<file path="config.mk">
export PLATFORM = sky130hd
export DESIGN_NAME = mod_exp_ctrl
export DESIGN_NICKNAME = d
export VERILOG_FILES = /design/src/rtl/mod_arith_pkg.sv /design/src/rtl/mod_exp_ctrl.sv
export SDC_FILE = /design/constraint.sdc
export NUM_CORES = 1
export LEC_CHECK = 0
export ABC_CLOCK_PERIOD_IN_PS = 5900
export BUFFER_PORTS_ARGS = -buffer_cell sky130_fd_sc_hd__buf_4
export CORE_MARGIN = 10
export CORE_UTILIZATION = 57
export CTS_BUF_LIST = sky130_fd_sc_hd__clkbuf_4
export DETAILED_ROUTE_END_ITERATION = 8
export HOLD_SLACK_MARGIN = 0.05
export PLACE_DENSITY = 0.94
export SLEW_MARGIN = 5
export SYNTH_ARGS = -nofsm -noshare
export SYNTH_HDL_FRONTEND = slang
export SYNTH_SLANG_ARGS = --single-unit
</file>
<file path="constraint.sdc">
create_clock -name clk -period 5.9 [get_ports clk]
set_input_delay 0.59 -clock clk [delete_from_list [all_inputs] [get_ports clk]]
set_output_delay 0.59 -clock clk [all_outputs]
set_load 0.03 [all_outputs]
</file>
<file path="src/rtl/mod_arith_pkg.sv">
// Shared definitions for the modular-arithmetic core: default widths and FSM encodings.
// K must be identical on mod_exp_ctrl and the mod_mul it drives.
package mod_arith_pkg;

  localparam int unsigned KDefault    = 12;
  localparam int unsigned LogKDefault = 4;

  typedef enum logic [2:0] {
    StIdle,
    StScan,
    StSq,
    StMul,
    StFin
  } exp_state_e;

  typedef enum logic [1:0] {
    MmIdle,
    MmRun,
    MmDone
  } mm_state_e;

endpackage

</file>
<file path="src/rtl/mod_exp_ctrl.sv">
// Left-to-right square-and-multiply sequencer for z = base^exp mod m.
// Initiator of the mod_mul start/done handshake; all outputs are registered.
module mod_exp_ctrl
  import mod_arith_pkg::*;
#(
  parameter int unsigned K    = KDefault,
  parameter int unsigned LOGK = LogKDefault
) (
  input  logic         clk,
  input  logic         rst,
  input  logic         start,
  input  logic [K-1:0] base,
  input  logic [K-1:0] exp,
  output logic         busy,
  output logic         done,
  output logic [K-1:0] result,
  output logic         mm_start,
  output logic [K-1:0] mm_x,
  output logic [K-1:0] mm_y,
  input  logic [K-1:0] mm_z,
  input  logic         mm_done
);

  exp_state_e      state_q, state_d;
  logic [K-1:0]    base_q, base_d;
  logic [K-1:0]    exp_q, exp_d;
  logic [K-1:0]    acc_q, acc_d;
  logic [LOGK-1:0] idx_q, idx_d;
  logic            seen_q, seen_d;
  logic            busy_q, busy_d;
  logic            done_q, done_d;
  logic [K-1:0]    result_q, result_d;
  logic            mm_start_q, mm_start_d;
  logic [K-1:0]    mm_x_q, mm_x_d;
  logic [K-1:0]    mm_y_q, mm_y_d;
  logic            cur_bit;
  logic            last_bit;
  logic            mm_ack;

  assign cur_bit  = exp_q[idx_q];
  assign last_bit = (idx_q == '0);
  assign mm_ack   = mm_start_q & mm_done;

  always_comb begin
    state_d    = state_q;
    base_d     = base_q;
    exp_d      = exp_q;
    acc_d      = acc_q;
    idx_d      = idx_q;
    seen_d     = seen_q;
    busy_d     = busy_q;
    done_d     = 1'b0;
    result_d   = result_q;
    mm_start_d = mm_start_q;
    mm_x_d     = mm_x_q;
    mm_y_d     = mm_y_q;
    unique case (state_q)
      StIdle: begin
        if (start) begin
          base_d  = base;
          exp_d   = exp;
          idx_d   = LOGK'(K - 1);
          acc_d   = K'(1);
          seen_d  = 1'b0;
          busy_d  = 1'b1;
          state_d = StScan;
        end
      end
      StScan: begin
        if (seen_q) begin
          mm_x_d     = acc_q;
          mm_y_d     = acc_q;
          mm_start_d = 1'b1;
          state_d    = StSq;
        end else begin
          // Leading ones need no multiply: acc is still 1, so it simply becomes base.
          if (cur_bit) begin
            acc_d  = base_q;
            seen_d = 1'b1;
          end
          if (last_bit) begin
            state_d = StFin;
          end else begin
            idx_d = idx_q - 1'b1;
          end
        end
      end
      StSq: begin
        if (mm_ack) begin
          acc_d      = mm_z;
          mm_start_d = 1'b0;
          if (cur_bit) begin
            state_d = StMul;
          end else if (last_bit) begin
            state_d = StFin;
          end else begin
            idx_d   = idx_q - 1'b1;
            state_d = StScan;
          end
        end
      end
      StMul: begin
        // First MUL cycle is the mandatory low gap after the square request.
        if (!mm_start_q) begin
          mm_x_d     = acc_q;
          mm_y_d     = base_q;
          mm_start_d = 1'b1;
        end else if (mm_done) begin
          acc_d      = mm_z;
          mm_start_d = 1'b0;
          if (last_bit) begin
            state_d = StFin;
          end else begin
            idx_d   = idx_q - 1'b1;
            state_d = StScan;
          end
        end
      end
      StFin: begin
        result_d = acc_q;
        done_d   = 1'b1;
        busy_d   = 1'b0;
        state_d  = StIdle;
      end
      default: state_d = StIdle;
    endcase
  end

  always_ff @(posedge clk) begin
    if (rst) begin
      state_q    <= StIdle;
      base_q     <= '0;
      exp_q      <= '0;
      acc_q      <= '0;
      idx_q      <= '0;
      seen_q     <= 1'b0;
      busy_q     <= 1'b0;
      done_q     <= 1'b0;
      result_q   <= '0;
      mm_start_q <= 1'b0;
      mm_x_q     <= '0;
      mm_y_q     <= '0;
    end else begin
      state_q    <= state_d;
      base_q     <= base_d;
      exp_q      <= exp_d;
      acc_q      <= acc_d;
      idx_q      <= idx_d;
      seen_q     <= seen_d;
      busy_q     <= busy_d;
      done_q     <= done_d;
      result_q   <= result_d;
      mm_start_q <= mm_start_d;
      mm_x_q     <= mm_x_d;
      mm_y_q     <= mm_y_d;
    end
  end

  assign busy     = busy_q;
  assign done     = done_q;
  assign result   = result_q;
  assign mm_start = mm_start_q;
  assign mm_x     = mm_x_q;
  assign mm_y     = mm_y_q;

endmodule

</file>
==> reports/metrics.cfg, run 1 <==
[logic_synthesis]
synth-xor-area-share_pct = 0
synth_fp_nets = 479
ys_ff_latch = 83
netlist_top_cells_count = 118 x nand2_1, 83 x dfxtp_1, 42 x a21oi_1
synth_compound_area_share_pct = 21.0
yosysTopAreaCellShare_pct = 45.6
synth-adder-area-share_pct = 0.343
ys_warn_count = 0
ys_types = 50
synth_edf_count = 0
synth-simple-area-share_pct = 22.8
yosysSeqAreaShare_pct = 45.6
yosys.area.top_type = dfxtp_1
syn_avg_cell_area_sq_um = 8.32
synth_flop_cell = dfxtp_1
async_flop_share_pct = 0
syn_inst = 438
synthMuxAreaShare_pct = 5.32
yosys-top-cells-area = dfxtp_1 46%, nand2_1 12%, a21oi_1 5.8%
syn_area_sq_um = 3650
synth_top_family_by_area = simple AND/OR/NAND/NOR gates
synth.most_common_cell = nand2_1

[setup_path]
crit_path_max_fanout = 23
rr_startpoint = state_q[0]
cp.arrival_ns = 3.35
r2r_cells = 5
reg2reg_slack_ns = 2.89
r2r-end = idx_q[3]
crit_type = reg -> reg
worst_setup_path_end_kind = flip-flop
required_ns = 6.24
start_kind = flip-flop

[grt]
grt_pass1_wl_mm = 15.8
antenna_found_initial = 0
overflow = 0
grt_pass1_vias = 3255
groute.usage.overall_pct = 19.0
grt_max_degree = 72

[timing]
rsz0062_at_grt = no
worst-slew-pin-transition_ns = 1.09
setup_viol = 0
setup-tns-final_ns = 0
slew-limit-headroom_pct = 27.2
hold_viol = 0
slew_viol_final = 0
fmax_mhz = 332
skew_ns = 0.0151
timing.final.crit_share_pct = 51.0
min_period_ns = 3.01

[route]
vias_per_cell = 5.95
firstDrtPassIters = 5
routed_wl_mm = 9.81
avgRoutedWirePerCell_um = 17.0
vias = 3430
ant_nets = 0
drt_iter0_drc = 329
drc_errors = 0

[job]
maxCapViolations = 0

[clock_network]
post_cts_buffers = 0
clkLatencyLatePin_ns = 0.45
cts_buffers = 9
clock_sinks = 83
cts_resized = 0
clockBufferDepth = 2
htreeDepth = 3
hold_buffers = 0
cts_root_buf = clkbuf_4
clk_pin_slew_worst_paths_ns = 0.13
cts_tree = done

[worst_hold_path]
worst_hold_path.num_cells = 2
whs_endpoint = mm_start
hp-start = mm_done
hold_class = in -> reg

[final_layout]
nets = 536
antennaDiodeCount = 0
drive_gt1_share_pct = 22.8
syn_to_final_growth_pct = 19.0
num-fill-cells = 495
finalNonFillerCells = 576

[status]
status = complete, no violations

[floorplanning]
coreArea_sq_um = 6280
start_util_pct = 58.1
die_y_um = 100
dieArea_sq_um = 10000
fp.dieW_um = 100
ios = 79
placementRows = 29

[placed_design]
place_hpwl_mm = 6.95
io_buffers = 78
place_inst = 561
place_congestion = 0.887

[power_and_ir_drop]
powerDensity_nw_per_um2 = 425
peakVddDrop_v = 0.000255
p_leak_nw = 1.64

==> where the power goes <==
group	switching (W)	internal (W)
sequential	0.000170	0.000671
clock	0.000199	0.000129
combinational	0.000407	0.000267
==> routing by layer <==
layer,vias to the layer above,global-route usage (%),part of all wire (%)
met5,-,0,0
met2,148,29.8,47
met1,1612,25.0,44
li1,1653,-,-
met3,17,3.09,7.2
met4,0,8.59,2.1
==> cells in the final DEF, fill, tap and decap left out, types with 2 or more instances in the layout <==
cell,synthesis,layout
mux2i_1,16,16
o31ai_1,3,3
dfxtp_1,83,83
and2_1,2,2
mux2_1,2,2
nor2_1,36,35
nor3b_1,2,2
o41ai_1,2,2
inv_1,6,6
or3_1,2,2
o31ai_2,9,9
inv_6,0,2
nor3_1,5,5
nand2_1,118,118
a311oi_1,13,13
clkbuf_4,0,9
o21ai_0,3,3
and3_1,3,3
nand3_1,13,13
a32oi_1,12,12
a21oi_1,42,42
o22ai_1,2,2
nand2b_1,3,3
buf_4,0,81
o41ai_2,2,2
clkinv_1,1,2
==> cells by family (layout without fill, tap and decap cells) <==
| logic type | count (synthesis) | count (layout) |
|---|---|---|
| AND/OR/NAND/NOR | 192 | 192 |
| AO/OA/AOI/OAI | 101 | 101 |
| flip-flops | 83 | 83 |
| buffers and inverters | 42 | 103 |
| multiplexers | 19 | 19 |
| adder cells (fa/ha/maj) | 1 | 1 |
==> worst max-delay path: stages (launching register included) <==
cell and delay [ns]:
dfxtp_1 0.92, nor3_1 0.25, nor3_2 0.92, nand2_1 0.22
a21o_1 0.26, o41ai_1 0.34
==> flip-flops by register name, indices dropped and copies added, names as in the netlist <==
| register | count |
|---|---|
| acc_q | 12 |
| base_q | 12 |
| busy | 1 |
| done | 1 |
| exp_q | 12 |
| idx_q | 4 |
| mm_start | 1 |
| mm_x | 12 |
| mm_y | 12 |
| result | 12 |
| seen_q | 1 |
| state_q | 3 |
==> worst max-delay path by stage <==
stage,startpoint,endpoint,depth (start not counted)
2_1_floorplan,idx_q[1],acc_q[10],7
6_report,state_q[0],idx_q[3],5
3_3_place_gp,state_q[0],idx_q[1],5
3_5_place_dp,state_q[0],idx_q[3],5
4_1_cts,state_q[0],idx_q[3],5
5_1_grt,state_q[0],idx_q[3],5
==> per-stage QoR <==
step	worst slack, ns	cell area (sq um)	total power (W)	utilization, %	hold slack, ns
floorplan	4.01	3650	0.00134	-	0.432
global placement	3.24	4210	0.00148	67.0	0.440
detailed placement	3.08	4210	0.00151	67.0	0.447
CTS	3.06	4340	0.00183	69.1	0.336
global route	2.71	4340	0.00195	69.1	0.336
finish	2.89	4340	0.00184	69.1	0.337
==> layout make-up <==
class,instances,area (sq um),share of cell area (%)
Timing Repair Buffer,81,608,14.0
Inverter,7,26.3,0.606
Multi-Input combinational cell,313,1810,41.8
Clock inverter,6,65.1,1.50
Sequential cell,83,1660,38.3
Clock buffer,9,67.6,1.56
Tap cell,77,96.3,2.22
(Power assumes the default switching activity.)
==> run 2, diff against run 1 <==
Settings changed: ABC_AREA from default to 1, ABC_CLOCK_PERIOD_IN_PS 5900 to 3000, CORE_UTILIZATION 57 to 56, PLACE_DENSITY 0.94 to 0.93.
Clock period 5.9 ns to 3 ns, I/O delays scaled along.
==> reports/metrics.cfg, run 2 <==
[grt]
groute.usage.overall_pct = 20.1  ; +1.1 points
overflow = 0  ; unchanged
grt_pass1_vias = 3520  ; +8.1%
grt_pass1_wl_mm = 16.8  ; +6.4%
antenna_found_initial = 0  ; unchanged
grt_max_degree = 70  ; -2.8%

[final_layout]
final_cell_mix = 89 x nand2_1, 83 x dfxtp_1, 81 x buf_4
syn_to_final_growth_pct = 19.4
drive_gt1_share_pct = 22.1  ; -0.74 points
antennaDiodeCount = 0  ; unchanged
postLayoutCoreUtil_pct = 69.2  ; +0.077 points
layout_commonest_cell = nand2_1
num-fill-cells = 534  ; +7.9%
nets = 615  ; +15%

[timing]
timing.final.crit_share_pct = 68.2  ; +17 points
min_period_ns = 2.05  ; -0.963 ns
skew_ns = 0.0212  ; +0.00606 ns
setup_viol = 0  ; unchanged
worst-slew-pin-transition_ns = 0.667  ; -0.419 ns
hold_viol = 0  ; unchanged
slew_viol_final = 0  ; unchanged
rsz0062_at_grt = no
slew-limit-headroom_pct = 55.4  ; +28 points
setup-tns-final_ns = 0  ; unchanged
fmax_mhz = 488  ; +47%

[route]
ant_nets = 0  ; unchanged
drc_errors = 0  ; unchanged
avgRoutedWirePerCell_um = 15.7  ; -7.9%
vias = 3708  ; +8.1%
routed_wl_mm = 10.3  ; +4.8%
vias_per_cell = 5.65  ; -5.1%
drt_iter0_drc = 306  ; -7.0%
firstDrtPassIters = 5  ; unchanged

[logic_synthesis]
synth-xor-area-share_pct = 0  ; unchanged
synth_flop_cell = dfxtp_1
yosysSeqAreaShare_pct = 45.1  ; -0.43 points
syn_inst = 510  ; +16%
netlist_top_cells_count = 89 x nand2_1, 83 x dfxtp_1, 78 x nor2_1
yosys.area.top_type = dfxtp_1
synth_top_family_by_area = simple AND/OR/NAND/NOR gates
yosys-top-cells-area = dfxtp_1 45%, o21ai_0 9.1%, nand2_1 9.1%
synth-simple-area-share_pct = 26.3  ; +3.6 points
synth-adder-area-share_pct = 0.340  ; -0.0033 points
syn_avg_cell_area_sq_um = 7.22  ; -13%
ys_ff_latch = 83  ; unchanged
yosysTopAreaCellShare_pct = 45.1  ; -0.43 points
synth_compound_area_share_pct = 19.1  ; -1.9 points
synth_fp_nets = 551  ; +15%
synthMuxAreaShare_pct = 0  ; -5.3 points
synth.most_common_cell = nand2_1
synth_edf_count = 0  ; unchanged
async_flop_share_pct = 0  ; unchanged
syn_area_sq_um = 3680  ; +0.96%
ys_types = 31  ; -38%
ys_warn_count = 0  ; unchanged

[setup_path]
crit_path_frequent_cell = inv_1
crit_type = reg -> reg
crit_chain = inv_1, nand3_2, nor2_1, inv_1, nand2_2, buf_4, o21ai_0, a31oi_1
critPathBufInv = 3  ; +3
worst_setup_path_end_kind = flip-flop
cp_slowest_cell = dfxtp_1
cp.arrival_ns = 2.43  ; -0.92 ns
required_ns = 3.38  ; -2.86 ns
critPathMaxStageDelay_ns = 0.38  ; -0.54 ns
crit_path_max_fanout = 22  ; -4.3%
start_kind = flip-flop
cpLargestDelayFamily = simple AND/OR/NAND/NOR gates

[floorplanning]
dieArea_sq_um = 10200  ; +2.2%
start_util_pct = 58.0  ; -0.11 points
fp.dieW_um = 101  ; +1.1%
coreArea_sq_um = 6350  ; +1.2%
placementRows = 29  ; unchanged
ios = 79  ; unchanged
die_y_um = 101  ; +1.1%

[power_and_ir_drop]
p_total_w = 0.00388  ; +110%
p_leak_nw = 2.02  ; +23%
peakVddDrop_v = 0.000548  ; +110%
powerDensity_nw_per_um2 = 883  ; +110%

[clock_network]
hold_buffers = 0  ; unchanged
post_cts_buffers = 0  ; unchanged
cts_root_buf = clkbuf_4
clockBufferDepth = 2  ; unchanged
cts_resized = 0  ; unchanged
htreeDepth = 3  ; unchanged
clkLatencyLatePin_ns = 0.45  ; about the same
clk_pin_slew_worst_paths_ns = 0.14  ; about the same
clock_sinks = 83  ; unchanged
cts_buffers = 9  ; unchanged
cts_tree = done

[placed_design]
io_buffers = 78  ; unchanged
place_congestion = 0.909  ; +2.5%
place_hpwl_mm = 7.44  ; +7.0%

[job]
maxCapViolations = 0  ; unchanged

[worst_hold_path]
hold_class = in -> reg

[status]
status = complete, no violations

run 2: changes by cell type in the layout (fill, tap and decap cells not counted), sizes merged, moves of 16 or more:
cell   delta
inv      +47
mux2i    -16
nand2    -19
nand3    +16
nor2     +46
o21ai    +64
run 2: worst min-delay path, stage by stage:
cell     delay, ns
buf_4         0.11
nand3_1       0.07
a21oi_1       0.06
run 2: cell type report:
cell class              instances  area, sq um  area share (%)
clock inverters                 7         81.3            1.85
multi-input cells             348         1690            38.4
repair buffers                 81          608            13.8
flip-flops and latches         83         1660            37.8
inverters                      51          194            4.41
well taps                      77         96.3            2.19
clock buffers                   9         67.6            1.54
run 2: final timing paths:
path	startpoint	to	slack, ns	cells after the start
setup / recovery	state_q[1]	mm_y[6]	0.95	8
hold / removal	exp[0]	exp_q[0]	0.12	3
setup reg to reg	state_q[1]	mm_y[6]	0.95	8
hold reg to reg	exp_q[6]	exp_q[6]	0.48	2
run 2: logic make-up (layout without fill, tap and decap cells):
family / after synthesis / in the layout
buffers and inverters: 79 / 148
AOI/OAI and AO/OA: 133 / 133
adders and majority gates: 1 / 1
DFF: 83 / 83
and+or+nand+nor: 214 / 214
run 2: metal layers:
| layer | share of wire (%) | GRT usage, % | vias to the layer above |
|---|---|---|---|
| li1 | - | - | 1787 |
| met1 | 38 | 22.7 | 1691 |
| met2 | 51 | 34.3 | 198 |
| met3 | 8.0 | 4.87 | 32 |
| met4 | 3.4 | 10.1 | 0 |
| met5 | 0 | 0 | - |
run 2: power breakdown:
| part | internal (W) | switching (W) |
|---|---|---|
| clock | 0.000267 | 0.000430 |
| combinational | 0.000543 | 0.00103 |
| sequential | 0.00136 | 0.000246 |
| total | 0.00217 | 0.00171 |
run 2: metrics by stage:
step	cell area (sq um)	hold WS, ns	worst slack, ns	cells
6_report	4390	0.116	0.953	656
5_1_grt	4390	0.116	0.772	656
4_1_cts	4390	0.107	1.00	656
3_5_place_dp	4250	0.454	1.03	640
3_3_place_gp	4250	0.454	1.09	640
2_1_floorplan	3680	0.369	1.45	510
==> run 3, diff against run 2 <==
Settings changed: ABC_CLOCK_PERIOD_IN_PS 3000 to 2000.
Clock period 3 ns to 2 ns, I/O delays scaled along.
==> reports/metrics.cfg, run 3 (same netlist as run 2, synthesis figures left out) <==
[floorplanning]
placementRows = 29  ; unchanged
fp.dieW_um = 101  ; unchanged
die_y_um = 101  ; unchanged
start_util_pct = 58.0  ; unchanged
dieArea_sq_um = 10200  ; unchanged
ios = 79  ; unchanged
coreArea_sq_um = 6350  ; unchanged

[route]
vias = 3694  ; -0.38%
firstDrtPassIters = 5  ; unchanged
routed_wl_mm = 10.2  ; -0.54%
ant_nets = 0  ; unchanged
vias_per_cell = 5.48  ; -3.0%
avgRoutedWirePerCell_um = 15.2  ; -3.2%
drt_iter0_drc = 213  ; -30%
drc_errors = 0  ; unchanged

[timing]
rsz0062_at_grt = yes
slew-limit-headroom_pct = 67.4  ; +12 points
skew_ns = 0.0108  ; -0.0104 ns
slew_viol_final = 0  ; unchanged
hold_viol = 0  ; unchanged
worst-slew-pin-transition_ns = 0.489  ; -0.178 ns
fmax_mhz = 522  ; +6.8%
min_period_ns = 1.92  ; -0.131 ns
setup-tns-final_ns = 0  ; unchanged
timing.final.crit_share_pct = 95.8  ; +28 points
setup_slack_ns = 0.0836  ; -0.869 ns
setup_viol = 0  ; unchanged

[grt]
grt_pass1_wl_mm = 16.9  ; +0.49%
grt_pass1_vias = 3546  ; +0.74%
overflow = 0  ; unchanged
antenna_found_initial = 0  ; unchanged
grt_max_degree = 44  ; -37%
groute.usage.overall_pct = 20.2  ; +0.062 points

[status]
status = complete, no violations

[setup_path]
crit_path_max_fanout = 43  ; +95%
worst_setup_path_end_kind = flip-flop
cp_slowest_cell = dlygate4sd3_1
r2r_cells = 8  ; unchanged
crit_type = reg -> reg
required_ns = 2.34  ; -1.04 ns
rr_startpoint = state_q[0]
start_kind = flip-flop
crit_path_frequent_cell = nand2_2
reg2reg_slack_ns = 0.08  ; -0.87 ns
critPathMaxStageDelay_ns = 0.56  ; +0.18 ns
crit_chain = inv_2, nand2_2, nor2_4, nand2_2, buf_12, nand2_1, a21oi_1, dlygate4sd3_1
cp.arrival_ns = 2.26  ; -0.17 ns
r2r-end = exp_q[11]

[final_layout]
layout_commonest_cell = nand2_1
drive_gt1_share_pct = 23.1  ; +1.0 points
antennaDiodeCount = 0  ; unchanged
nets = 633  ; +2.9%
final_cell_mix = 88 x nand2_1, 84 x buf_4, 81 x dfxtp_1
stdcell_area_sq_um = 4620  ; +5.2%
syn_to_final_growth_pct = 25.6
finalNonFillerCells = 674  ; +2.7%

[power_and_ir_drop]
p_total_w = 0.00605  ; +56%
peakVddDrop_v = 0.000753  ; +37%
p_leak_nw = 2.12  ; +4.7%
powerDensity_nw_per_um2 = 1310  ; +48%

[clock_network]
cts_buffers = 9  ; unchanged
clk_pin_slew_worst_paths_ns = 0.14  ; about the same
clkLatencyLatePin_ns = 0.44  ; about the same
htreeDepth = 3  ; unchanged
clockBufferDepth = 2  ; unchanged
cts_root_buf = clkbuf_4
clock_sinks = 83  ; unchanged
cts_tree = done

[placed_design]
place_congestion = 0.876  ; -3.6%
place_inst = 642  ; +0.31%
postPlaceCellArea_sq_um = 4270  ; +0.65%
dpl_worst_slack_ns = -0.0101  ; -1.04 ns
place_hpwl_mm = 7.29  ; -2.0%
io_buffers = 78  ; unchanged

[worst_hold_path]
hold_class = in -> reg
hp-start = base[1]
worst_hold_path.num_cells = 3  ; unchanged
whs_endpoint = base_q[1]

[job]
maxCapViolations = 0  ; unchanged

run 3: changes by cell type in the layout (fill, tap and decap cells not counted), moves of 2 or more:
| cell | change |
|---|---|
| dlygate4sd3_1 | +14 |
| buf_4 | +3 |
| clkinvlp_4 | +2 |
| dfxtp_1 | -2 |
| dfxtp_2 | +2 |
run 3: worst max path at each step:
stage	from	endpoint	slack (ns)	cells past startpoint
after floorplan	mm_start	acc_q[0]	0.45	10
after global placement	idx_q[0]	acc_q[5]	0.10	11
after detailed placement	idx_q[0]	acc_q[9]	-0.01	11
after CTS	state_q[1]	exp_q[11]	0.07	8
after global routing	state_q[1]	exp_q[11]	-0.01	8
final	state_q[0]	exp_q[11]	0.08	8
run 3: metal layers:
metal,global-route usage [%],part of all wire (%),vias to the layer above
li1,-,-,1820
met3,6.65,7.9,25
met5,0,0,-
met4,6.86,2.9,0
met1,22.8,39,1702
met2,34.6,51,147
run 3: power breakdown:
group	internal [W]	switching, W
Combinational	0.000903	0.00158
Sequential	0.00205	0.000387
Clock	0.000514	0.000621
run 3: repair_timing:
item	CTS	global route
gates resized for setup	1	8
setup endpoints to repair	2	39
setup buffers	0	2
hold buffers	13	1
pin swaps	0	1
endpoints found under the hold margin	17	1
run 3: per-stage QoR:
step,hold WS (ns),utilization [%]
floorplan,0.269,-
global placement,0.447,67.3
detailed placement,0.449,67.3
CTS,0.0501,72.0
global route,0.0559,72.8
finish,0.0497,72.8
run 3: critical path, delay by kind of cell (launching register included):
kind	cells	cell delay (ns)
AOI/OAI and AO/OA	1	0.06
DFF	1	0.37
and+or+nand+nor	4	0.53
buffers and inverters	3	0.85
run 3: area by class of cell:
cell class / instances / area [sq um]
inverter: 51 / 196
tap: 77 / 96.3
multi-input combinational: 348 / 1710
timing repair buffer: 99 / 791
fill: 475 / 1730
sequential: 83 / 1660
clock inverter: 7 / 100
clock buffer: 9 / 67.6
